===== config.mk =====
export PLATFORM = sky130hd
export DESIGN_NAME = glitch_sequencer
export DESIGN_NICKNAME = d
export VERILOG_FILES = /design/src/rtl/glitch_sequencer_pkg.sv /design/src/rtl/glitch_seq_cnt.sv /design/src/rtl/glitch_sequencer.sv
export SDC_FILE = /design/constraint.sdc
export NUM_CORES = 1
export LEC_CHECK = 0
export ABC_CLOCK_PERIOD_IN_PS = 2100
export BUFFER_PORTS_ARGS = -buffer_cell sky130_fd_sc_hd__buf_2
export CORE_AREA = 3 3 116 84
export CTS_CLUSTER_SIZE = 14
export DETAILED_ROUTE_END_ITERATION = 12
export DIE_AREA = 0 0 119 87
export PLACE_DENSITY = 0.62
export SYNTH_ARGS = -nofsm -noshare
export SYNTH_HDL_FRONTEND = slang
export SYNTH_SLANG_ARGS = --single-unit
export TNS_END_PERCENT = 100

===== constraint.sdc =====
create_clock -name clk_i -period 2.1 [get_ports clk_i]
set_clock_uncertainty 0.05 [all_clocks]
set_input_delay 0.42 -clock clk_i [delete_from_list [all_inputs] [get_ports clk_i]]
set_output_delay 0.42 -clock clk_i [all_outputs]
set_load 0.1 [all_outputs]

===== src/rtl/glitch_sequencer_pkg.sv =====
// Shared definitions for the glitch sequencer: FSM state encoding, bit
// positions of the fields in a glitch-setting word, and default parameter
// values used by the top level.
package glitch_sequencer_pkg;

  typedef enum logic [2:0] {
    ST_IDLE      = 3'd0,
    ST_FETCH     = 3'd1,
    ST_LATCH     = 3'd2,
    ST_RESET_TGT = 3'd3,
    ST_WAIT_RDY  = 3'd4,
    ST_DELAY     = 3'd5,
    ST_GLITCH    = 3'd6,
    ST_GAP       = 3'd7
  } state_e;

  // Glitch-setting word layout
  localparam int DELAY_LSB    = 0;
  localparam int DELAY_MSB    = 19;
  localparam int WIDTH_LSB    = 20;
  localparam int WIDTH_MSB    = 29;
  localparam int RST_TGT_BIT  = 30;
  localparam int WAIT_RDY_BIT = 31;

  // Default parameter values
  localparam int DEF_DELAY_W        = DELAY_MSB - DELAY_LSB + 1;
  localparam int DEF_WIDTH_W        = WIDTH_MSB - WIDTH_LSB + 1;
  localparam int DEF_RST_CYCLES     = 16;
  localparam int DEF_GAP_CYCLES     = 4;
  localparam int DEF_TIMEOUT_CYCLES = 1048575;

  function automatic int max_int(input int a, input int b);
    return (a > b) ? a : b;
  endfunction

endpackage


===== src/rtl/glitch_seq_cnt.sv =====
// Loadable down-counter with zero and last-count flags. Load has priority
// over decrement; the counter saturates at zero so it can never wrap.
module glitch_seq_cnt #(
  parameter int W = 8
) (
  input  logic         clk_i,
  input  logic         rst_i,
  input  logic         i_load,
  input  logic [W-1:0] i_load_val,
  input  logic         i_dec,
  output logic         o_zero,
  output logic         o_last
);

  logic [W-1:0] r_cnt;

  // Count register: load a new period or step down towards zero
  always_ff @(posedge clk_i or negedge rst_i) begin
    if (!rst_i) begin
      r_cnt <= '0;
    end else if (i_load) begin
      r_cnt <= i_load_val;
    end else if (i_dec && (r_cnt != '0)) begin
      r_cnt <= r_cnt - 1'b1;
    end
  end

  assign o_zero = (r_cnt == '0);
  assign o_last = (r_cnt == W'(1));

endmodule


===== src/rtl/glitch_sequencer.sv =====
// Glitch sequencer: reads glitch-setting words from the FIFO read port and
// turns each one into a timed attempt (optional target reset, optional wait
// for board-ready, delay, glitch pulse, inter-glitch gap).
// Optional feature: define GLITCH_SEQ_TIMEOUT_EN to add a board-ready
// watchdog with a sticky timeout flag; otherwise WAIT_RDY waits forever.
module glitch_sequencer
  import glitch_sequencer_pkg::*;
#(
  parameter int DELAY_W    = DEF_DELAY_W,
  parameter int WIDTH_W    = DEF_WIDTH_W,
  parameter int RST_CYCLES = DEF_RST_CYCLES,
  parameter int GAP_CYCLES = DEF_GAP_CYCLES
`ifdef GLITCH_SEQ_TIMEOUT_EN
  , parameter int TIMEOUT_CYCLES = DEF_TIMEOUT_CYCLES
`endif
) (
  input  logic        clk_i,
  input  logic        rst_i,
  input  logic [31:0] fifo_q,
  input  logic        fifo_empty,
  output logic        fifo_re,
  input  logic        board_ready,
  output logic        ready,
  output logic        busy,
  output logic        rst_o,
  output logic        delay_en,
  output logic        glitch_en,
  output logic [15:0] glitch_cnt,
  output logic        timeout
);

`ifdef GLITCH_SEQ_TIMEOUT_EN
  localparam int TMR_MAX = max_int(max_int(RST_CYCLES, GAP_CYCLES), TIMEOUT_CYCLES);
`else
  localparam int TMR_MAX = max_int(RST_CYCLES, GAP_CYCLES);
`endif
  localparam int TMR_W = $clog2(TMR_MAX + 1);

  state_e       r_state;
  state_e       w_state_nxt;
  state_e       w_after_wait;
  state_e       w_after_rst;
  logic         r_rst_tgt;
  logic         r_wait_rdy;
  logic         r_rst_o;
  logic         r_delay_en;
  logic         r_glitch_en;
  logic         r_busy;
  logic         r_ready;
  logic [15:0]  r_glitch_cnt;
  logic         w_fifo_re;
  logic         w_fetch;
  logic         w_dly_zero;
  logic         w_dly_last;
  logic         w_wid_zero;
  logic         w_wid_last;
  logic         w_tmr_zero;
  logic         w_tmr_last;
  logic         w_tmr_done;
  logic         w_tmr_load;
  logic         w_tmr_dec;
  logic [TMR_W-1:0] w_tmr_val;
`ifdef GLITCH_SEQ_TIMEOUT_EN
  logic         w_timeout_set;
  logic         r_timeout;
`endif

  assign w_fetch    = (r_state == ST_FETCH);
  assign w_tmr_done = w_tmr_last | w_tmr_zero;

  // Delay and width counters are loaded while fifo_q is valid in FETCH
  glitch_seq_cnt #(.W(DELAY_W)) u_delay_cnt (
    .clk_i      (clk_i),
    .rst_i      (rst_i),
    .i_load     (w_fetch),
    .i_load_val (fifo_q[DELAY_LSB +: DELAY_W]),
    .i_dec      (r_state == ST_DELAY),
    .o_zero     (w_dly_zero),
    .o_last     (w_dly_last)
  );

  glitch_seq_cnt #(.W(WIDTH_W)) u_width_cnt (
    .clk_i      (clk_i),
    .rst_i      (rst_i),
    .i_load     (w_fetch),
    .i_load_val (fifo_q[WIDTH_LSB +: WIDTH_W]),
    .i_dec      (r_state == ST_GLITCH),
    .o_zero     (w_wid_zero),
    .o_last     (w_wid_last)
  );

  // Shared timer for target reset, gap and (optionally) the watchdog
  glitch_seq_cnt #(.W(TMR_W)) u_tmr_cnt (
    .clk_i      (clk_i),
    .rst_i      (rst_i),
    .i_load     (w_tmr_load),
    .i_load_val (w_tmr_val),
    .i_dec      (w_tmr_dec),
    .o_zero     (w_tmr_zero),
    .o_last     (w_tmr_last)
  );

  // Next-state, FIFO strobe and timer control
  always_comb begin
    w_state_nxt  = r_state;
    w_fifo_re    = 1'b0;
    w_tmr_load   = 1'b0;
    w_tmr_val    = '0;
    w_tmr_dec    = 1'b0;
`ifdef GLITCH_SEQ_TIMEOUT_EN
    w_timeout_set = 1'b0;
`endif
    // Zero delay skips DELAY; zero width skips GLITCH as well
    w_after_wait = w_dly_zero ? (w_wid_zero ? ST_GAP : ST_GLITCH) : ST_DELAY;
    w_after_rst  = r_wait_rdy ? ST_WAIT_RDY : w_after_wait;

    case (r_state)
      ST_IDLE: begin
        if (!fifo_empty) begin
          w_fifo_re   = 1'b1;
          w_state_nxt = ST_FETCH;
        end
      end
      ST_FETCH:  w_state_nxt = ST_LATCH;
      ST_LATCH:  w_state_nxt = r_rst_tgt ? ST_RESET_TGT : w_after_rst;
      ST_RESET_TGT: begin
        w_tmr_dec = 1'b1;
        if (w_tmr_done) w_state_nxt = w_after_rst;
      end
      ST_WAIT_RDY: begin
`ifdef GLITCH_SEQ_TIMEOUT_EN
        w_tmr_dec = 1'b1;
        if (board_ready) begin
          w_state_nxt = w_after_wait;
        end else if (w_tmr_done) begin
          w_state_nxt   = ST_GAP;
          w_timeout_set = 1'b1;
        end
`else
        if (board_ready) w_state_nxt = w_after_wait;
`endif
      end
      ST_DELAY: begin
        if (w_dly_last) w_state_nxt = w_wid_zero ? ST_GAP : ST_GLITCH;
      end
      ST_GLITCH: begin
        if (w_wid_last) w_state_nxt = ST_GAP;
      end
      ST_GAP: begin
        w_tmr_dec = 1'b1;
        if (w_tmr_done) w_state_nxt = ST_IDLE;
      end
      default: w_state_nxt = ST_IDLE;
    endcase

    // Reload the shared timer on entry to each timed state
    if (w_state_nxt != r_state) begin
      case (w_state_nxt)
        ST_RESET_TGT: begin
          w_tmr_load = 1'b1;
          w_tmr_val  = TMR_W'(RST_CYCLES);
        end
        ST_GAP: begin
          w_tmr_load = 1'b1;
          w_tmr_val  = TMR_W'(GAP_CYCLES);
        end
`ifdef GLITCH_SEQ_TIMEOUT_EN
        ST_WAIT_RDY: begin
          w_tmr_load = 1'b1;
          w_tmr_val  = TMR_W'(TIMEOUT_CYCLES);
        end
`endif
        default: w_tmr_load = 1'b0;
      endcase
    end
  end

  // State register and registered (glitch-free) control outputs
  always_ff @(posedge clk_i or negedge rst_i) begin
    if (!rst_i) begin
      r_state      <= ST_IDLE;
      r_rst_o      <= 1'b0;
      r_delay_en   <= 1'b0;
      r_glitch_en  <= 1'b0;
      r_busy       <= 1'b0;
      r_ready      <= 1'b1;
      r_glitch_cnt <= '0;
    end else begin
      r_state     <= w_state_nxt;
      r_rst_o     <= (w_state_nxt == ST_RESET_TGT);
      r_delay_en  <= (w_state_nxt == ST_DELAY);
      r_glitch_en <= (w_state_nxt == ST_GLITCH);
      r_busy      <= (w_state_nxt != ST_IDLE);
      r_ready     <= (w_state_nxt == ST_IDLE) && fifo_empty;
      if ((r_state == ST_GLITCH) && w_wid_last) begin
        r_glitch_cnt <= r_glitch_cnt + 16'd1;
      end
    end
  end

  // Word flags captured while fifo_q is valid
  always_ff @(posedge clk_i or negedge rst_i) begin
    if (!rst_i) begin
      r_rst_tgt  <= 1'b0;
      r_wait_rdy <= 1'b0;
    end else if (w_fetch) begin
      r_rst_tgt  <= fifo_q[RST_TGT_BIT];
      r_wait_rdy <= fifo_q[WAIT_RDY_BIT];
    end
  end

`ifdef GLITCH_SEQ_TIMEOUT_EN
  // Sticky watchdog flag, cleared only by reset
  always_ff @(posedge clk_i or negedge rst_i) begin
    if (!rst_i) begin
      r_timeout <= 1'b0;
    end else if (w_timeout_set) begin
      r_timeout <= 1'b1;
    end
  end
  assign timeout = r_timeout;
`else
  assign timeout = 1'b0;
`endif

  // The read strobe is combinational so it can never fire into an empty FIFO;
  // gating with the reset keeps it low while reset is held.
  assign fifo_re    = w_fifo_re & rst_i;
  assign ready      = r_ready;
  assign busy       = r_busy;
  assign rst_o      = r_rst_o;
  assign delay_en   = r_delay_en;
  assign glitch_en  = r_glitch_en;
  assign glitch_cnt = r_glitch_cnt;

endmodule

==> Word level (Yosys, flattened, before mapping) <==
Index checks and enable logic that the tools add are counted.
{ "word_totals": {"regBits": 61, "out_inout_bits": 23, "input_bits": 36, "elab_cells": 76} }
{ "op_classes": {"muxes": 24, "bitwise": 2, "n_addsub": 4, "n_reduce_logical": 19, "n_eq_ne": 15} }
{ "ops": {"columns": ["cell", "n"], "rows": [
  ["20-bit 2-to-1 mux", 2],
  ["3-bit 2-to-1 mux", 9],
  ["3-bit one-hot mux with 8 select lines", 1],
  ["3-bit == test, second input constant", 7],
  ["20-bit by 1-bit == test with 1-bit output, second input constant", 1],
  ["20-bit zero test", 1],
  ["10-bit 2-to-1 mux", 2],
  ["20-bit nonzero test", 1],
  ["20-bit by 1-bit subtractor with 20-bit output, second input constant", 1],
  ["16-bit by 1-bit adder with 16-bit output, second input constant", 1],
  ["5-bit 2-to-1 mux", 3],
  ["10-bit by 1-bit == test with 1-bit output, second input constant", 1],
  ["10-bit zero test", 1],
  ["5-bit one-hot mux with 2 select lines", 1],
  ["10-bit nonzero test", 1],
  ["10-bit by 1-bit subtractor with 10-bit output, second input constant", 1],
  ["3-bit by 2-bit == test with 1-bit output, second input constant", 3],
  ["3-bit zero test", 2],
  ["1-bit 2-to-1 mux", 6],
  ["2-bit nonzero test", 3],
  ["5-bit by 1-bit == test with 1-bit output, second input constant", 1],
  ["1-bit logical AND", 5],
  ["5-bit zero test", 1],
  ["5-bit nonzero test", 1],
  ["7 further kinds", 8]
]} }

==> Longest topological paths before layout <==
{ "depth": {"depth_word": 11, "depth_mapped": 10, "depth_no_buf": 9} }

==> Cells and area by module <==
Synthesis repeated with hierarchy kept, for this count alone.
{ "hier_totals": {"hier_cells": 406, "hier_area_um2": 3880.0} }
{ "modules_own_cells": {"columns": ["mod", "n_inst", "cells_each", "seq_area_each_um2", "area_each_um2"], "rows": [
  ["glitch_seq_cnt at u_delay_cnt", 1, 183, 500.5, 1516.5],
  ["glitch_sequencer", 1, 121, 651.9, 1381.3],
  ["glitch_seq_cnt at u_width_cnt", 1, 68, 250.2, 649.4],
  ["glitch_seq_cnt at u_tmr_cnt", 1, 34, 125.1, 332.8]
]} }

==> Least setup slack after synthesis <==
Ideal clock, no wire load.
{ "synth_path": {"path_type": "reg2out", "start": "reg r_state[0]", "end": "out fifo_re", "slack_ps": -1498, "stages_incl_launch_ff": 6, "t_required_ps": 1630, "n_path_buf": 2, "t_arrival_ps": 3128, "path_cell_list": "dfrtp_1 > clkbuf_1 > clkbuf_1 > nor2_1 > nand2_1 > nor3b_1"} }
{ "synth_via": {"elab_chain_cells": 3} }
{ "synth_rtl": {"columns": ["element", "line_no", "rtl"], "rows": [
  ["from (decl)", "glitch_sequencer.sv:39", "state_e r_state;"],
  ["from (signal assigned)", "glitch_sequencer.sv:189", "r_state <= w_state_nxt;"],
  ["3-bit zero test", "glitch_sequencer.sv:117", "case (r_state)"],
  ["1-bit 2-to-1 mux", "glitch_sequencer.sv:117", null],
  ["1-bit bitwise AND", "glitch_sequencer.sv:228", "assign fifo_re = w_fifo_re & rst_i;"],
  ["to (decl)", "glitch_sequencer.sv:21", "output logic fifo_re,"]
]} }
Every way passes these cells.

==> Worst setup path in the final report <==
{ "layout_path": {"start": "reg u_delay_cnt.r_cnt[0]", "end": "reg u_delay_cnt.r_cnt[16]"} }
{ "layout_via": {"elab_chain_cells": 3, "word_cells_on_any_way": 6, "cone_classes": "add/sub (1); mux (2); reduce/logical (3)"} }
{ "layout_rtl": {"columns": ["element", "line_no", "rtl"], "rows": [
  ["from (decl)", "glitch_seq_cnt.sv:15", "logic [W-1:0] r_cnt;"],
  ["from (signal assigned)", "glitch_seq_cnt.sv:22", "r_cnt <= i_load_val;"],
  ["from (signal assigned)", "glitch_seq_cnt.sv:24", "r_cnt <= r_cnt - 1'b1;"],
  ["20-bit by 1-bit subtractor with 20-bit output or 20-bit nonzero test (tied branches)", "glitch_seq_cnt.sv:24, glitch_seq_cnt.sv:23", null],
  ["20-bit 2-to-1 mux or 1-bit logical AND (tied branches)", "glitch_seq_cnt.sv:23", "end else if (i_dec && (r_cnt != '0)) begin"],
  ["20-bit 2-to-1 mux or 2-bit nonzero test (tied branches)", null, null]
]} }
Several ways; a longest one is shown, not always the timed one. The select of a mux whose other input is x is not followed.
A chain may end at the register's enable or synchronous reset.

==> reports/results.tsv <==
metric	value	unit
most common library cells after synthesis	dfrtp_1, nand2_1, o21ai_0	
Max-Cap Viols	0	
worst relative slew slack	0.472	
CTS H-tree depth	3	
Initial Util	0.412	
drc violations	0	
R2R setup slack	-0.12	ns
chip height	87	um
Critical Path Fanout Max	4	
Synth async-reset ratio	1.00	
Synth top area share	0.424	
Mapped Nets	442	
Post-Syn Area	3540	um2
hold_buf cts	0	
final hold vios	0	
core area	8580	um2
pin count of the biggest net entering global routing	62	
Req. time, crit path	2.31	ns
worst min-delay path class	input port to register	
Final Setup Violations	10	
final std cells w/o fill	651	
ANT cells	0	
Pre-antenna DRT Iters	4	
CP Data Arrival Time	2.43	ns
gr usage total	0.191	
type of origin of the critical path	register	
most frequent cell after synthesis	dfrtp_1	
unrepaired setup endpoints after global routing	yes	
sequential area share after synthesis	0.432	
overall power	7.91	mW
post-route setup slack	-0.122	ns
Post-synth EDFFs	0	
Crit Path Class	register to register	
layout cells sized above 1	0.411	
DIE AREA	10400	um2
Post-Synthesis Cells	396	
# IOs	59	
status	finished with violations	
failing checks	negative setup slack	
crit end category	register	
vias	3340	
Port Buffers	57	
post-layout min period	2.22	ns
leading area contributor after synthesis	dfrtp_1	
Final Wtd Congestion	0.859	
Pwr Density	1540	nW/um2
hpwl dp	6690	um
Synth Flop Type	dfrtp_1	
gr ovfl total	0	
Pleak	2.24	nW
Slew @ Worst Pin	0.793	ns
peak supply drop	518	uV
Clock Tree Root	clkbuf_16	
yosys warns	0	
Fmax	450	MHz
WL final	9430	um
die extent in x	119	um
Clock Tree Buf Depth	2	
Post-DRT Antenna Nets	0	
worst skew pair latency	0.33	ns
max-slew violations	0	
Nets	572	
Via density	5.13	
vias in the first global route	3320	
post-synthesis sequential element count	61	
row cnt	28	
CTS Buf Count	9	
first-pass GRT wire length	15800	um
Netlist cell types	60	
fin crit share	1.06	
placed insts	620	
Synth area leaders	dfrtp_1, o21ai_0, xnor2_1, a21oi_1, nand2_1	
mean post-synth cell area	8.93	um2
area added between synthesis and finish	45.0	%
initial antenna violation count	0	
Clock Pin Slew Worst Setup and Hold Paths	0.05	ns
Iter 0 DRT Violations	164	
CTS Sinks	61	
WL per Instance	14.5	um
CTS tree	done	
cell type report:
| cell class | instances | area, um2 |
|---|---|---|
| clock inverters | 4 | 95.1 |
| fillers | 767 | 3460 |
| repair buffers | 139 | 927 |
| inverters | 15 | 58.8 |
| well taps | 120 | 150 |
| flip-flops and latches | 61 | 1540 |
| clock buffers | 12 | 246 |
| multi-input cells | 300 | 2110 |
routing by layer:
layer,share of wire,up-vias,track usage
li1,-,1678,-
met3,0.044,8,0.0545
met5,0,-,0
met4,0.0065,0,0.0557
met1,0.48,1591,0.256
met2,0.47,63,0.303
per-stage QoR:
| stage | area (um2) | TNS (ns) | hold WS [ns] | utilization | setup WS [ns] |
|---|---|---|---|---|---|
| floorplan | 3570 | -0.310 | 0.0744 | - | -0.161 |
| global placement | 4440 | -0.932 | 0.406 | 0.517 | -0.180 |
| detailed placement | 4440 | -1.91 | 0.425 | 0.517 | -0.246 |
| CTS | 4980 | -0.409 | 0.227 | 0.580 | -0.148 |
| global route | 5130 | -2.33 | 0.241 | 0.597 | -0.250 |
| finish | 5130 | -0.706 | 0.238 | 0.597 | -0.122 |
power breakdown:
part	switching [mW]	total, mW	internal [mW]	leakage (nW)
combinational	2.28	4.16	1.88	1.33
sequential	0.415	2.04	1.62	0.742
clock	0.523	1.71	1.19	0.167
total	3.22	7.91	4.69	2.24
final timing paths:
kind	from	to	cells past startpoint
max reg2reg	u_delay_cnt.r_cnt[0]	u_delay_cnt.r_cnt[16]	11
max in group asynchronous	rst_i	glitch_cnt[7]	2
min	fifo_q[29]	u_width_cnt.r_cnt[9]	3
max	u_delay_cnt.r_cnt[0]	u_delay_cnt.r_cnt[16]	11
min in group asynchronous	rst_i	u_delay_cnt.r_cnt[11]	2
min reg2reg	glitch_cnt[7]	glitch_cnt[7]	1
critical path: stages, from the launching register on:
cell       delay, ns
dfrtp_1         0.38
inv_2           0.09
ha_4            0.13
or4b_4          0.48
nor4_4          0.19
o21ai_2         0.10
buf_4           0.14
buf_6           0.11
nor2_4          0.11
nand2_1         0.08
a21oi_2         0.13
a2bb2oi_1       0.15
placed cells by master, fill, tap and decap left out, types with 3 or more instances in the layout:
master and count:
nand4b_1 3, inv_2 4, xnor2_1 19, buf_4 79
a21oi_2 4, buf_6 3, inv_1 9, ha_1 8
dfrtp_1 53, clkbuf_16 9, nor2b_1 4, o22ai_1 4
nor3_2 4, nor2_2 3, a21oi_1 28, and3_1 5
nor4_1 3, a31oi_1 4, nor3_1 14, buf_2 56
nand3_1 13, o21ai_0 33, nand4_1 9, nor2_4 3
xor2_1 6, bufinv_16 3, nor2_1 22, a211oi_2 3
o21a_1 3, nand2b_1 7, nor4_4 3, dfrtp_2 7
nand2_1 41
repair_timing:
item / CTS / global route
setup buffers: 8 / 8
hold endpoints to repair: 0 / 0
endpoints found under the setup margin: 17 / 28
resized for setup: 34 / 24
pin swaps: 16 / 17
kinds of logic after synthesis:
group,count (synthesis),synth area share
and+or+nand+nor,157,0.241
AOI/OAI and AO/OA,104,0.180
DFF,61,0.432
buffers and inverters,35,0.0400
xor gates and xnor gates,25,0.0619
adders and majority gates,10,0.0354
muxes,3,0.00920
other,1,0.00106
sequential cells by signal (all words and copies together) (netlist names):
| signal | cells |
|---|---|
| rst_o | 1 |
| u_tmr_cnt.r_cnt | 5 |
| r_wait_rdy | 1 |
| delay_en | 1 |
| glitch_en | 1 |
| busy | 1 |
| u_width_cnt.r_cnt | 10 |
| u_delay_cnt.r_cnt | 20 |
| ready | 1 |
| r_rst_tgt | 1 |
| r_state | 3 |
| glitch_cnt | 16 |
No activity file was read; power rests on OpenSTA's default activity.
